--- src/rtl/check_sum_if.sv ---
// Interface carrying the capture register and injected byte into check_sum and the
// registered checksum back out to the injector.
interface check_sum_if;
  logic [23:0] shift_reg;
  logic [7:0]  inject_data;
  logic [7:0]  checksum;
  logic        checksum_valid;

  modport master (
    output shift_reg,
    output inject_data,
    input  checksum,
    input  checksum_valid
  );

  modport slave (
    input  shift_reg,
    input  inject_data,
    output checksum,
    output checksum_valid
  );
endinterface

--- src/rtl/check_sum.sv ---
// Checksum generator for the frame-injection path: folds the three captured bytes and
// the injected byte into one registered checksum byte, sampled free-running on clk_in.
module check_sum #(
  parameter int unsigned CHECK_MODE = 0
) (
  input  logic       clk_in,
  input  logic       reset,
  check_sum_if.slave bus
);

  logic [7:0] b0, b1, b2, b3;
  logic [7:0] byte_sum;
  logic [7:0] byte_xor;
  logic [7:0] result;

  assign b0 = bus.shift_reg[23:16];
  assign b1 = bus.shift_reg[15:8];
  assign b2 = bus.shift_reg[7:0];
  assign b3 = bus.inject_data;

  // Carries out of bit 7 are intentionally dropped: the checksum is defined mod 256.
  assign byte_sum = b0 + b1 + b2 + b3;
  assign byte_xor = b0 ^ b1 ^ b2 ^ b3;

  // NOTE: result gets a default before the case so no path through the block leaves it
  // unassigned, which would otherwise infer a latch.
  always_comb begin
    result = ~byte_sum + 8'd1;
    case (CHECK_MODE)
      1:       result = byte_sum;
      2:       result = byte_xor;
      default: result = ~byte_sum + 8'd1;
    endcase
  end

  // NOTE: state registers use non-blocking assignments so every flop samples its
  // pre-edge inputs, independent of statement order.
  always_ff @(posedge clk_in or posedge reset) begin
    if (reset) begin
      bus.checksum       <= 8'h00;
      bus.checksum_valid <= 1'b0;
    end else begin
      bus.checksum       <= result;
      bus.checksum_valid <= 1'b1;
    end
  end

endmodule

--- src/flat_wrapper.sv ---
// flat-port wrapper written by rule: the top's interface ports become plain ports
module check_sum_flat 
#(
  parameter int unsigned CHECK_MODE = 0
)
  (clk_in, reset, bus_shift_reg, bus_inject_data, bus_checksum, bus_checksum_valid);
  check_sum_if bus_i ();
  input  logic clk_in;
  input  logic reset;
  input wire logic [$bits(bus_i.shift_reg)-1:0] bus_shift_reg;
  input wire logic [$bits(bus_i.inject_data)-1:0] bus_inject_data;
  output wire logic [$bits(bus_i.checksum)-1:0] bus_checksum;
  output wire logic [$bits(bus_i.checksum_valid)-1:0] bus_checksum_valid;
  assign bus_i.shift_reg = bus_shift_reg;
  assign bus_i.inject_data = bus_inject_data;
  assign bus_checksum = bus_i.checksum;
  assign bus_checksum_valid = bus_i.checksum_valid;
  check_sum #(.CHECK_MODE(CHECK_MODE)) u_core (.clk_in(clk_in), .reset(reset), .bus(bus_i));
endmodule
--- config.mk ---
export PLATFORM = sky130hd
export DESIGN_NAME = check_sum_flat
export DESIGN_NICKNAME = d
export VERILOG_FILES = /design/src/rtl/check_sum_if.sv /design/src/rtl/check_sum.sv /design/src/flat_wrapper.sv
export SDC_FILE = /design/constraint.sdc
export NUM_CORES = 1
export LEC_CHECK = 0
export BUFFER_PORTS_ARGS = -buffer_cell sky130_fd_sc_hd__buf_2
export CAP_MARGIN = 20
export CORE_UTILIZATION = 45
export DETAILED_ROUTE_END_ITERATION = 16
export PLACE_DENSITY = 0.82
export SLEW_MARGIN = 20
export SYNTH_ARGS = -nofsm -noshare
export SYNTH_HDL_FRONTEND = slang
export SYNTH_SLANG_ARGS = --single-unit
--- constraint.sdc ---
create_clock -name clk_in -period 0.8 [get_ports clk_in]
set_input_delay 0.08 -clock clk_in [delete_from_list [all_inputs] [get_ports clk_in]]
set_output_delay 0.08 -clock clk_in [all_outputs]
set_load 0.005 [all_outputs]
Yosys cells after proc, flatten, opt, wreduce, memory -nomap -nowiden
Index checks and enable logic that the tools add are counted.
Widths: inputs -> output; s select.

cells by class
  add/subtract/negate cells = 4
  bitwise operators = 1

operator list
  operator             number
  $add 8x8->8          3
  $add 8x1->8 const B  1
  $not 8->8            1

storage, ports and cells
  bits in registers = 9
  input port bits = 34
  word-level logic and storage cells = 7

Longest topological paths before layout
  depth after elaboration = 5
  gate-level depth with buffers = 11

Least setup slack after synthesis
No wires, ideal clock.

  path kind = in2reg
  from = input port bus_inject_data[1]
  to = register u_core.bus.checksum[7]
  arrival = 2646 ps
  required time = 720 ps
  slack = -1926 ps
  stages on the path = 11
  cell sequence = inv_1 fa_1 inv_1 fa_1 ha_1 fa_1 a21o_1 a21oi_1 xnor2_1 nor4_2 xnor2_1

between the ends
  cells in the longest elaborated chain, start to end = 3

RTL lines
  item                    line                RTL
  start: declaration      flat_wrapper.sv:11  input wire logic [$bits(bus_i.inject_data)-1:0] bus_inject_data;
  $add 8x8->8             check_sum.sv:22     assign byte_sum = b0 + b1 + b2 + b3;
  $not 8->8               -
  $add 8x1->8             -
  net u_core.result[7]    check_sum.sv:14     logic [7:0] result;
  end signal: assignment  check_sum.sv:43     bus.checksum <= result;
  end: declaration        check_sum_if.sv:19  output checksum,

The timed path passes the listed nets, and every way through them passes these cells.

Final worst setup path
Ends and elaborated chain as after synthesis.

==> results.json <==
{
  "grt_pass1_vias": 923,
  "chip_width_um": 50.1,
  "ff_latch_area_um2": 225,
  "hold-path-cell-count": 3,
  "grt.overflow.total": 0,
  "cts-buffers-inserted": 3,
  "drt_iter0_drc": 14,
  "path_cells": "buf_8, inv_8, fa_1, inv_2, fa_1, ha_2, fa_2, a21o_1, a21oi_2, xnor2_2, nor4_2, xnor2_1",
  "rsz0062_at_grt": "yes",
  "synthDistinctLibCells": 26,
  "ys_warn_count": 0,
  "first_pass_iters": 4,
  "synth.ff_latch_count": 9,
  "max_cap_viol_count": 0,
  "hold_violations": 0,
  "routed_wl_mm": 1.97,
  "power_density_nw_per_um2": 2530,
  "area_growth_synth_to_finish_pct": 51.4,
  "dieHeight_um": 50.1,
  "detail-route-antenna-nets": 0,
  "violations": "setup timing",
  "synth_cells": 106,
  "floorplan.io_pins": 43,
  "cts_htree_levels": 1,
  "grtUsageTotal_pct": 17.5,
  "slew_viol_final": 0,
  "hp-class": "in -> reg",
  "finalWeightedCongestion": 0.712,
  "num_rows": 17,
  "maxClockFrequency_mhz": 394,
  "endpoint_worst_hold": "u_core.bus.checksum[0]",
  "ctsLongestPathBuffers": 2,
  "finish.net_count": 226,
  "power.ir.vdd_worst_uv": 1470,
  "setup.worst_path.class": "in -> reg",
  "endpoint_kind": "register",
  "cp-start-kind": "input port",
  "cts_root_buffer": "clkbuf_4",
  "part_of_the_cycle_the_worst_path_needs_pct": 317,
  "status": "finished with violations",
  "vias_per_inst": 4.53,
  "cpLargestDelayFamily": "adder cells",
  "post-layout-total-power_w": 0.00399,
  "antenna_found_initial": 0,
  "post_route_cells_drive_above_1_share_pct": 48.5,
  "detailroute.via_count": 892,
  "hold_start": "bus_shift_reg[16]",
  "multiInputGateArea_um2": 781,
  "critical_path_cell_count": 12,
  "dpl.hpwl_mm": 1.72,
  "initial_utilization_pct": 47.5,
  "grt_first_pass_wirelength_mm": 3.32,
  "antennaDiodeCount": 0,
  "mappedNetlistNets": 162,
  "cpMaxStageDelayCell": "fa_1",
  "worst_ep_required_time_ns": 0.93,
  "drc": 0,
  "clk_transition_reported_paths_ns": 0.06,
  "core_area_um2": 2190,
  "synthesis.area_um2": 1040,
  "grt_max_degree": 10,
  "tritoncts": "built",
  "post-place-ws_ns": -2.03,
  "port-buffer-count": 42,
  "register_area_share_after_synthesis_pct": 21.6,
  "worst_path_largest_cell_delay_ns": 0.54,
  "setup-violations-final": 13,
  "timing.critical_path.arrival_ns": 2.67,
  "critPathMostFrequentCell": "fa_1",
  "period_needed_ns": 2.54,
  "power.leakage_nw": 0.853,
  "routed_wl_per_cell_um": 10.0,
  "die_area_um2": 2510,
  "post_synth.cell_area_avg_um2": 9.82,
  "layout_setup_ws_ns": -1.74,
  "critPathMaxFanout": 3,
  "cp.buffers_inverters": 3,
  "layout.filler_cells": 162,
  "number_of_clock_sinks_seen_by_cts": 9
}
[what timing repair did]
| action | 4_1_cts | 5_1_grt |
|---|---|---|
| pin swaps | 7 | 7 |
| gates resized for setup | 9 | 7 |
| hold buffers | 1 | 0 |
| hold endpoints to repair | 9 | 0 |
| buffers inserted | 0 | 1 |
| setup endpoints to repair | 17 | 17 |
[where the power goes]
part	internal [W]	total (W)	switching [W]
combinational	0.00161	0.00296	0.00135
clock	0.000191	0.000331	0.000140
sequential	0.000661	0.000700	0.0000391
[registers in the layout, summed over array words and instances, names as in the netlist]
name,flops
u_core.bus.checksum,8
u_core.bus.checksum_valid,1
[layer usage]
metal | wire, um | share of wire (%) | global-route usage [%] | up-vias
li1 | - | - | - | 444
met1 | 647 | 33 | 15.3 | 413
met2 | 1230 | 62 | 38.2 | 35
met3 | 102 | 5.2 | 0.926 | 0
met4 | 0 | 0 | 7.14 | 0
met5 | 0 | 0 | 0 | -
[worst max-delay path by stage]
stage / slack [ns] / to / startpoint
3_5_place_dp: -2.03 / u_core.bus.checksum[7] / bus_inject_data[1]
2_1_floorplan: -1.76 / u_core.bus.checksum[7] / bus_inject_data[5]
6_report: -1.74 / u_core.bus.checksum[7] / bus_inject_data[1]
3_3_place_gp: -1.94 / u_core.bus.checksum[7] / bus_inject_data[1]
5_1_grt: -1.81 / u_core.bus.checksum[7] / bus_inject_data[1]
4_1_cts: -1.70 / u_core.bus.checksum[7] / bus_inject_data[1]
[cells by family (layout without fill, tap and decap cells)]
| logic type | count (synthesis) | count (layout) | share of synthesized area [%] |
|---|---|---|---|
| buffers and inverters | 34 | 97 | 12.4 |
| adder cells (fa/ha/maj) | 22 | 22 | 36.5 |
| XOR/XNOR | 16 | 16 | 13.5 |
| AO/OA/AOI/OAI | 12 | 12 | 8.41 |
| AND/OR/NAND/NOR | 12 | 12 | 7.21 |
| flip-flops | 9 | 9 | 21.6 |
| other | 1 | 1 | 0.360 |
[cells in the mapped netlist]
library cell,number,area (um2)
a211oi_1,1,7.51
a211oi_2,1,12.5
a21o_1,2,15.0
a21oi_1,3,15.0
a311o_1,1,10.0
a31oi_1,1,6.26
and2_1,1,6.26
and2b_2,1,8.76
and3b_1,1,8.76
buf_2,1,5.00
conb_1,1,3.75
dfrtp_1,9,225
fa_1,14,280
ha_1,8,100
inv_1,33,124
nand2_1,1,3.75
nand3_1,1,5.00
nor2_1,3,11.3
nor3_1,2,10.0
nor4_2,1,12.5
o21ai_0,1,5.00
o21bai_1,1,7.51
o311ai_1,1,8.76
or3b_1,1,8.76
xnor2_1,13,114
xor2_1,3,26.3
[cell usage in the layout, fill, tap and decap left out, types with 2 or more instances in the layout]
master / netlist / layout
buf_6: 0 / 4
xnor2_2: 0 / 3
clkbuf_4: 0 / 3
ha_1: 8 / 6
inv_2: 0 / 2
a21o_1: 2 / 2
buf_2: 1 / 39
xor2_1: 3 / 2
fa_1: 14 / 13
dfrtp_1: 9 / 9
inv_1: 33 / 30
xnor2_1: 13 / 10
buf_4: 0 / 15
nor3_4: 0 / 2
nor2_1: 3 / 3
a21oi_2: 0 / 2
[cell type report]
class,count,share of cell area [%]
Clock buffer,4,1.67
Inverter,33,8.33
Multi-Input combinational cell,63,49.5
Sequential cell,9,14.3
Tap cell,28,2.22
Timing Repair Buffer,60,24.0
[through the flow]
| step | cells | TNS [ns] | utilization [%] | cell area, um2 | hold WS (ns) |
|---|---|---|---|---|---|
| after floorplan | 106 | -10.31 | - | 1100 | -0.0921 |
| after global placement | 191 | -12.25 | 66.6 | 1460 | 0.0299 |
| after detailed placement | 191 | -12.64 | 66.6 | 1460 | 0.0414 |
| after CTS | 196 | -10.20 | 70.3 | 1540 | 0.166 |
| after global routing | 197 | -11.02 | 72.0 | 1580 | 0.183 |
| final | 197 | -10.25 | 72.0 | 1580 | 0.189 |
No activity file was read; power rests on OpenSTA's default activity.
